--- src/rtl/sum_accumulator.sv ---
// Frame accumulator: sums unsigned adder beats until in_last, then holds the
// frame total, beat count and overflow flag until the downstream handshake.
module sum_accumulator #(
    parameter int N     = 16,
    parameter int ACC_W = 24,
    parameter int CNT_W = 8
) (
    input  logic             clk,
    input  logic             rst_n,
    input  logic             in_valid,
    output logic             in_ready,
    input  logic [N-1:0]     in_sum,
    input  logic             in_last,
    output logic             out_valid,
    input  logic             out_ready,
    output logic [ACC_W-1:0] out_acc,
    output logic [CNT_W-1:0] out_count,
    output logic             out_ovf
);

    typedef enum logic [1:0] {IDLE, ACCUM, HOLD} state_t;

    localparam logic [CNT_W-1:0] CNT_MAX = '1;

    state_t           state_q, state_d;
    logic [ACC_W-1:0] acc_q, acc_d;
    logic [CNT_W-1:0] cnt_q, cnt_d;
    logic             ovf_q, ovf_d;
    logic [ACC_W-1:0] out_acc_q, out_acc_d;
    logic [CNT_W-1:0] out_cnt_q, out_cnt_d;
    logic             out_ovf_q, out_ovf_d;
    logic             out_valid_q, out_valid_d;
    logic             in_ready_q, in_ready_d;

    logic             accept;
    logic [ACC_W:0]   sum_ext;

    assign accept  = in_valid && in_ready_q;
    assign sum_ext = {1'b0, acc_q} + {{(ACC_W + 1 - N){1'b0}}, in_sum};

    always_comb begin
        state_d   = state_q;
        acc_d     = acc_q;
        cnt_d     = cnt_q;
        ovf_d     = ovf_q;
        out_acc_d = out_acc_q;
        out_cnt_d = out_cnt_q;
        out_ovf_d = out_ovf_q;

        unique case (state_q)
            IDLE: begin
                if (accept) begin
                    acc_d   = {{(ACC_W - N){1'b0}}, in_sum};
                    cnt_d   = CNT_W'(1);
                    ovf_d   = 1'b0;
                    state_d = in_last ? HOLD : ACCUM;
                end
            end
            ACCUM: begin
                if (accept) begin
                    acc_d   = sum_ext[ACC_W-1:0];
                    ovf_d   = ovf_q | sum_ext[ACC_W] | (cnt_q == CNT_MAX);
                    cnt_d   = (cnt_q == CNT_MAX) ? cnt_q : cnt_q + CNT_W'(1);
                    state_d = in_last ? HOLD : ACCUM;
                end
            end
            HOLD: begin
                if (out_ready) state_d = IDLE;
            end
            default: state_d = IDLE;
        endcase

        // Result registers load on the closing beat so they include it and
        // stay frozen while the next frame accumulates.
        if (accept && in_last) begin
            out_acc_d = acc_d;
            out_cnt_d = cnt_d;
            out_ovf_d = ovf_d;
        end

        out_valid_d = (state_d == HOLD);
        in_ready_d  = (state_d != HOLD);
    end

    always_ff @(posedge clk or negedge rst_n) begin
        if (!rst_n) begin
            state_q     <= IDLE;
            acc_q       <= '0;
            cnt_q       <= '0;
            ovf_q       <= 1'b0;
            out_acc_q   <= '0;
            out_cnt_q   <= '0;
            out_ovf_q   <= 1'b0;
            out_valid_q <= 1'b0;
            in_ready_q  <= 1'b1;
        end else begin
            state_q     <= state_d;
            acc_q       <= acc_d;
            cnt_q       <= cnt_d;
            ovf_q       <= ovf_d;
            out_acc_q   <= out_acc_d;
            out_cnt_q   <= out_cnt_d;
            out_ovf_q   <= out_ovf_d;
            out_valid_q <= out_valid_d;
            in_ready_q  <= in_ready_d;
        end
    end

    assign in_ready  = in_ready_q;
    assign out_valid = out_valid_q;
    assign out_acc   = out_acc_q;
    assign out_count = out_cnt_q;
    assign out_ovf   = out_ovf_q;

endmodule

--- config.mk ---
export PLATFORM = sky130hd
export DESIGN_NAME = sum_accumulator
export DESIGN_NICKNAME = d
export VERILOG_FILES = /design/src/rtl/sum_accumulator.sv
export SDC_FILE = /design/constraint.sdc
export NUM_CORES = 1
export LEC_CHECK = 0
export ABC_AREA = 1
export CORE_MARGIN = 2
export CORE_UTILIZATION = 27
export CTS_CLUSTER_DIAMETER = 80
export CTS_CLUSTER_SIZE = 28
export DETAILED_ROUTE_END_ITERATION = 7
export PLACE_DENSITY = 0.49
export SLEW_MARGIN = 20
export SYNTH_ARGS = -nofsm -noshare
export SYNTH_HDL_FRONTEND = slang
export SYNTH_SLANG_ARGS = --single-unit
--- constraint.sdc ---
create_clock -name clk -period 4.4 [get_ports clk]
set_input_delay 0.88 -clock clk [delete_from_list [all_inputs] [get_ports clk]]
set_output_delay 0.88 -clock clk [all_outputs]
set_load 0.02 [all_outputs]
# Yosys cells after proc, flatten, opt, wreduce, memory -nomap -nowiden
# Cells that the tools add are included.
# totals
input_bits	21
output_inout_bits	35
regBits	70
# classes
n_eq_ne	5
reduce_logical	4
bitwise	2
addsub	2
mux	14
# ops
cell	n
two-way mux 24 bit	2
one-hot mux 24 bit (2 select lines)	1
adder 24 x 16 -> 25 bit	1
two-way mux 8 bit	3
one-hot mux 8 bit (2 select lines)	1
adder 8 x 1 -> 8 bit (second input constant)	1
== test 8 bit (second input constant)	1
two-way mux 2 bit	3
== test 2 bit (second input constant)	2
one-hot mux 2 bit (2 select lines)	1
== test 2 x 1 -> 1 bit (second input constant)	1
logical AND 1 bit	2
zero test 2 bit	1
two-way mux 1 bit	2
inequality test 2 bit (second input constant)	1
bitwise OR 1 bit	2
one-hot mux 1 bit (2 select lines)	1
OR reduction 2 bit	1

# Longest topological paths before layout
# Gate-level depths: netlist (run 1).
# logic_depth
ltp_word	5
ltp_mapped	16

# Least setup slack after synthesis (run 1)
# No wires, ideal clock.
# synth_path
kind	input-to-reg
startpoint	input port in_sum[0]
endpoint	register out_acc_q[6], in the netlist out_acc[6]
stages	13
arrival_ns	2.375
slack_ns	1.908
path_cell_list	ha_1 > fa_1 > nand2_1 > inv_1 > nand2_1 > nand3_1 > nand2_1 > nand2_1 > or2_2 > nand3_1 > nand3_1 > nand2_1 > nand2_1
# synth_via
elab_chain_cells	3
# synth_rtl
item	line	rtl
start, declared	12	input logic [N-1:0] in_sum,
adder 24 x 16 -> 25 bit	39	assign sum_ext = {1'b0, acc_q} + {{(ACC_W + 1 - N){1'b0}}, in_sum};
two-way mux 24 bit	60	if (accept) begin
one-hot mux 24 bit (2 select lines)	50	unique case (state_q)
via acc_d[6]	26	logic [ACC_W-1:0] acc_q, acc_d;
end signal, assigned	101	out_acc_q <= out_acc_d;
end, declared	29	logic [ACC_W-1:0] out_acc_q, out_acc_d;
# The timed path passes the listed nets, and every way through them passes these cells.
# A chain may end at the register's enable or synchronous reset.

# Worst setup path in the final report (run 1)
# layout_path
startpoint	input port in_valid
endpoint	register out_ovf_q, in the netlist out_ovf
# layout_via
elab_chain_cells	3
elab_cells_between_ends	5
cone_classes	mux: 3; reduce/logical: 2
# layout_rtl
item	line	rtl
start, declared	10	input logic in_valid,
logical AND 1 bit *	38	assign accept = in_valid && in_ready_q;
two-way mux 1 bit (on tied branches)	60, 52	
one-hot mux 1 bit (2 select lines) *	50	
via ovf_d	28	logic ovf_q, ovf_d;
end signal, assigned	103	out_ovf_q <= out_ovf_d;
end, declared	31	logic out_ovf_q, out_ovf_d;
# The timed path passes the listed nets; every way through them passes the cells marked *.

==> results of run 1 <==
path summary, 6_finish.rpt:
path | endpoint | slack [ns] | cells after the start
worst min register to register | out_acc[8] | 0.48 | 2
worst max-delay path | out_ovf | 1.37 | 10
min in group asynchronous | out_acc[21] | 0.52 | 1
max in group asynchronous | acc_q[5] | 2.84 | 2
worst min-delay path | out_acc[8] | 0.48 | 2
worst max register to register | out_ovf | 1.84 | 9
final cells by class:
cell class              count  area share, %
clock buffers               9           4.24
clock inverters             6           1.62
inverters                  76           5.36
multi-input cells         446           40.2
flip-flops and latches     70           33.0
well taps                 211           4.96
repair buffers             58           10.7
kinds of logic after synthesis:
logic type / after synthesis
xor+xnor: 1
compound gates: 54
buf+inv: 89
flops: 70
simple gates: 373
fa+ha+maj: 18
cells in the mapped netlist (all sizes together):
library cell / number / area share, %
a21o: 1 / 0.18
a21oi: 10 / 1.2
a221oi: 2 / 0.41
a22o: 5 / 1.0
a31o: 1 / 0.21
a31oi: 2 / 0.30
and2: 6 / 0.89
buf: 9 / 1.0
clkbuf: 4 / 0.35
dfrtp: 69 / 41
dfstp: 1 / 0.62
fa: 1 / 0.47
ha: 17 / 5.0
inv: 76 / 6.7
nand2: 264 / 24
nand3: 42 / 5.0
nand3b: 5 / 0.89
nand4: 9 / 1.3
nor2: 36 / 3.8
nor3: 7 / 0.95
o211ai: 3 / 0.53
o21ai: 25 / 3.1
o21bai: 2 / 0.35
o22ai: 2 / 0.30
o311ai: 1 / 0.21
or2: 4 / 0.59
xor2: 1 / 0.21
state kept, by name (all words and copies together), names as in the netlist:
register	flops
acc_q	24
out_acc	24
cnt_q	8
out_count	8
state_q	2
in_ready	1
out_ovf	1
out_valid	1
ovf_q	1
through the flow:
step / hold slack [ns] / cells
6_report: 0.478 / 876
4_1_cts: 0.488 / 876
2_1_floorplan: 0.483 / 605
5_1_grt: 0.502 / 876
3_3_place_gp: 0.467 / 861
3_5_place_dp: 0.464 / 861
where the power goes:
group / switching (uW) / leakage [uW] / internal [uW]
logic: 849 / 0.00166 / 540
clock network: 281 / 0.000152 / 493
registers: 141 / 0.000915 / 830
total: 1270 / 0.00273 / 1860
per-layer routing:
layer | vias to the layer above | global-route usage, %
met3 | 7 | 3.51
met2 | 53 | 24.8
met1 | 1820 | 20.0
met4 | 0 | 4.48
met5 | - | 0
li1 | 2025 | -
worst register-to-register path: cells and delay by family (launching register included):
family                 cells  cell delay [ns]
AO/OA/AOI/OAI              2             0.25
buffers and inverters      2             0.39
flip-flops                 1             0.53
AND/OR/NAND/NOR            5             1.28
==> metrics, run 1 <==
core area=15300 sq um; largest family of logic cells by synthesized area=simple AND/OR/NAND/NOR gates; fillcell total=1672; Crit. End Element=flop; commonest non-fill, non-tap cell in the layout=nand2_1; initial drt markers=191; IO Port Bufs=55; worst r2r src=in_ready; vias in the first global route=3975; met1 WL=5.70 mm; leakage power=0.00273 uW; setup ws final=1.37 ns; Final Slew Violations=0; RSZ-0062 raised after global routing=no; crit-path cells=clkdlybuf4s50_1 -> nand2_1 -> nor2_1 -> inv_2 -> nor2_4 -> inv_2 -> o21ai_0 -> o21ai_2 -> nand2_1 -> nand2_1; Clock Skews=0.00612 ns; Post-Syn Area=4230 sq um; vias per cell=4.46; count of final hold-check violations=0; Slew @ Worst Pin=0.630 ns; Net Count, Synth=644; Peak VDD IR=256 uV; maxcap violations=0; drt pass-1 iters=4; most common cell type on the critical path=nand2_1; mux share of post-synthesis cell area=0%; detailed placer's ending HPWL=8.70 mm; crit-path max cell delay=0.45 ns; DIE AREA=16700 sq um; Synth Warn #=0; fin util=34.9%; drt total wl=11.6 mm; footprint of the multi-input gates=2140 sq um; Worst Hold Class=flop to flop; sequential cell area=1750 sq um; Max clock buf depth=2; GR Overflow Total=0; CTS Sinks=70; total power=3130 uW; Worst setup SP type=input port; max_slew headroom=58.0%; CP required=4.63 ns; cts hold-fix bufs=0; H-Tree Depth=3; Synth Area in Adders=5.50%; nets@finish=700; Met3 Wirelength=387 um; clk slew on worst S/H paths=0.06 ns; PwrDens=589 nW/um^2; P&R area growth vs syn=25.7%; post-synthesis sequential area ratio=41.4%; die height=129 um; endpoints failing setup=0; initial antenna violation count=0; Cells after Synth=605; synthesized flop and latch total=70; CP max-delay cell=clkdlybuf4s50_1; ant diodes=0; worst hold start=out_acc[8]; Top Metal Used=met4; min Tclk post-route=3.03 ns; Simple-Gate Fraction of Synth Area=36.9%; Synth Area in XOR/XNOR=0.207%; Post-DP Area=5010 sq um; post-place setup slack=1.03 ns; CP startpoint=in_valid; met2 wire len=5.44 mm; Syn Area/Cell=6.99 sq um; most frequent cells in the layout=262 x nand2_1, 69 x dfrtp_1, 68 x inv_1; post-CTS setup buffer count=0; Top Ports=56; finished layout cell area=5320 sq um; period utilization=68.8%; CP delay by family, top=simple AND/OR/NAND/NOR gates; Placer Congestion=0.817; WL/cell=13.3 um; Synth Area in Compound Gates=7.84%; synth unique cells=35; DR DRC count=0; Max Fclk=330 MHz; largest net degree at the start of global routing=48; CTS tree=built; CTS resizes=0; post-route ant nets=0; clk_lat worst skew=0.34 ns; Critical path buffers and inverters=3; status=complete, no violations; Starting Density=27.7%; CTS buffer count=9; fraction of layout cells with a size suffix above 1=6.32%; Fin Setup TNS=0 ns; Die Wd=129 um; clock root buffer=clkbuf_16; arrival time of the worst setup path=3.25 ns; critical path type=input port to flop; critical path fanouts, max=17; Rows=45; first-pass GRT wire length=19.7 mm; via count=3905; GRT Total Usage=15.2%
Note: power is estimated with default switching activity, not from simulation.
==> run 2, diff against run 1 <==
Settings changed: PLACE_DENSITY 0.49 to 0.51.
Clock period 4.4 ns to 2.6 ns, I/O delays scaled along.
==> metrics, run 2 (synthesis results as in run 1) <==
WL/cell=13.2 um (was 13.3 um); PwrDens=979 nW/um^2 (was 589 nW/um^2); commonest non-fill, non-tap cell in the layout=nand2_1 (unchanged); detailed placer's ending HPWL=8.56 mm (was 8.70 mm); status=complete, no violations (unchanged); core area=15300 sq um (unchanged); Top Ports=56 (unchanged); ant diodes=0 (unchanged); Slew @ Worst Pin=0.515 ns (was 0.630 ns); Rows=45 (unchanged); drt total wl=11.8 mm (was 11.6 mm); die height=129 um (unchanged); footprint of the multi-input gates=2150 sq um (was 2140 sq um); CP startpoint=in_sum[0] (was in_valid); most common cell type on the critical path=nand2_1 (unchanged); sw frac=40.6% (about the same); r2r setup slk=0.51 ns (was 1.84 ns); Critical path buffers and inverters=2 (was 3); worst r2r src=acc_q[0] (was in_ready); Max clock buf depth=2 (unchanged); leakage power=0.00282 uW (was 0.00273 uW); via count=4015 (was 3905); vias in the first global route=3987 (was 3975); fraction of layout cells with a size suffix above 1=9.08% (was 6.32%); R2R Path End=out_acc[22] (was out_ovf); arrival time of the worst setup path=2.58 ns (was 3.25 ns); reg2reg path depth=16 (was 9); Peak VDD IR=448 uV (was 256 uV); first-pass GRT wire length=19.5 mm (was 19.7 mm); largest net degree at the start of global routing=71 (was 48); Starting Density=27.7% (unchanged); drt pass-1 iters=4 (unchanged); period utilization=89.9%; Crit path depth=17 (was 10); DIE AREA=16700 sq um (unchanged); post-place setup slack=-0.185 ns (was 1.03 ns); most frequent cells in the layout=261 x nand2_1, 69 x dfrtp_1, 68 x inv_1 (was 262 x nand2_1, 69 x dfrtp_1, 68 x inv_1); initial antenna violation count=0 (unchanged); CP delay by family, top=simple AND/OR/NAND/NOR gates (unchanged); nets@finish=717 (was 700); Crit. End Element=flop (unchanged); clock root buffer=clkbuf_16 (unchanged); CTS tree=built (unchanged); maxcap violations=0 (unchanged); post-CTS setup buffer count=0 (unchanged); CTS Sinks=70 (unchanged); H-Tree Depth=3 (unchanged); Clock Skews=0.00822 ns (was 0.00612 ns); P&R area growth vs syn=29.6% (was 25.7%); Clk pwr share=23.6% (was 24.7%); Final Slew Violations=0 (unchanged); clk slew on worst S/H paths=0.06 ns (about the same); critical path type=input port to flop (unchanged); Die Wd=129 um (unchanged); Worst setup SP type=input port (unchanged); setup ws final=0.262 ns (was 1.37 ns); RSZ-0062 raised after global routing=no (unchanged); total power=5370 uW (was 3130 uW); DR DRC count=0 (unchanged); Max Fclk=428 MHz; clk_lat worst skew=0.35 ns (was 0.34 ns); IO Port Bufs=55 (unchanged); Worst Hold Class=input port to async pin (was flop to flop); Fin Hold WS=0.196 ns (was 0.478 ns); fin util=35.9% (was 34.9%); critical path fanouts, max=4 (was 17); Placer Congestion=0.852 (was 0.817); sequential cell area=1750 sq um (unchanged); max_slew headroom=65.7% (was 58.0%); post-route ant nets=0 (unchanged); min Tclk post-route=2.34 ns; Seq pwr share=30.4% (was 31.0%); vias per cell=4.49 (was 4.46); initial drt markers=134 (was 191); Internal Dissipation=3190 uW (was 1860 uW); fillcell total=1632 (was 1672); Worst setup endpoint=out_acc[22] (was out_ovf); count of final hold-check violations=0 (unchanged); endpoints failing setup=0 (unchanged); GRT Total Usage=15.0% (was 15.2%); crit-path max cell delay=0.44 ns (was 0.45 ns); CP required=2.84 ns (was 4.63 ns); CP max-delay cell=clkdlybuf4s50_1 (unchanged); crit-path cells=clkdlybuf4s50_1 -> ha_2 -> fa_1 -> nand2_1 -> inv_1 -> nand2_1 -> nand3_2 -> nand2_1 -> nand2_1 -> nand2_2 -> nand2_1 -> nand2_1 -> nand2_1 -> nand2_1 -> nand2_1 -> nand3_1 -> nand2_1 (was clkdlybuf4s50_1 -> nand2_1 -> nor2_1 -> inv_2 -> nor2_4 -> inv_2 -> o21ai_0 -> o21ai_2 -> nand2_1 -> nand2_1); Logic pwr share=46.0% (was 44.3%); switching power total=2180 uW (was 1270 uW); CTS buffer count=9 (unchanged); GR Overflow Total=0 (unchanged)
-- run 2: worst reg2reg max path, stage by stage (launching register included) --
cell and delay [ns]:
dfrtp_1 0.39, ha_2 0.19, fa_1 0.38, nand2_1 0.07, inv_1 0.04, nand2_1 0.06
nand3_2 0.10, nand2_1 0.08, nand2_1 0.08, nand2_2 0.08, nand2_1 0.08, nand2_1 0.08
nand2_1 0.10, nand2_1 0.08, nand2_1 0.06, nand3_1 0.07, nand2_1 0.05
-- run 2: worst min-delay path by stage --
stage | cells after the start | start | slack (ns) | to
5_1_grt | 2 | rst_n | 0.24 | out_count[0]
6_report | 2 | rst_n | 0.20 | out_count[0]
3_3_place_gp | 2 | out_acc[7] | 0.47 | out_acc[7]
4_1_cts | 2 | rst_n | 0.21 | out_count[0]
2_1_floorplan | 0 | rst_n | 0.22 | acc_q[0]
3_5_place_dp | 2 | out_acc[0] | 0.47 | out_acc[0]
-- run 2: cell type report --
type	count	share of cell area (%)
multi-input cells	446	39.1
flip-flops and latches	70	32.0
repair buffers	75	13.4
inverters	76	5.20
well taps	211	4.82
clock buffers	11	4.43
clock inverters	5	1.07
-- run 2: metrics by stage --
step	std cells	setup TNS, ns	cell area [sq um]
finish	894	0	5480
global route	894	0	5480
CTS	894	0	5470
detailed placement	878	-1.60	5170
global placement	878	-1.31	5170
floorplan	605	0	4230
-- run 2: timing repair --
action,in CTS,in global routing
hold buffers,0,0
endpoints found under the setup margin,0,6
resized for setup,0,3
-- run 2: per-layer routing --
metal | GRT usage [%] | vias to the layer above | part of all wire [%]
li1 | - | 2067 | -
met1 | 19.2 | 1876 | 47
met2 | 24.9 | 57 | 47
met3 | 3.01 | 15 | 3.6
met4 | 6.27 | 0 | 1.9
met5 | 0 | - | 0
-- run 2: power by group through the flow --
stage               clock network (uW)  logic (uW)  registers [uW]
global route                      1340        2800            1680
CTS                               1300        2490            1640
finish                            1270        2470            1630
floorplan                            0        1410            1790
detailed placement                   0        2470            1650
global placement                     0        2460            1640
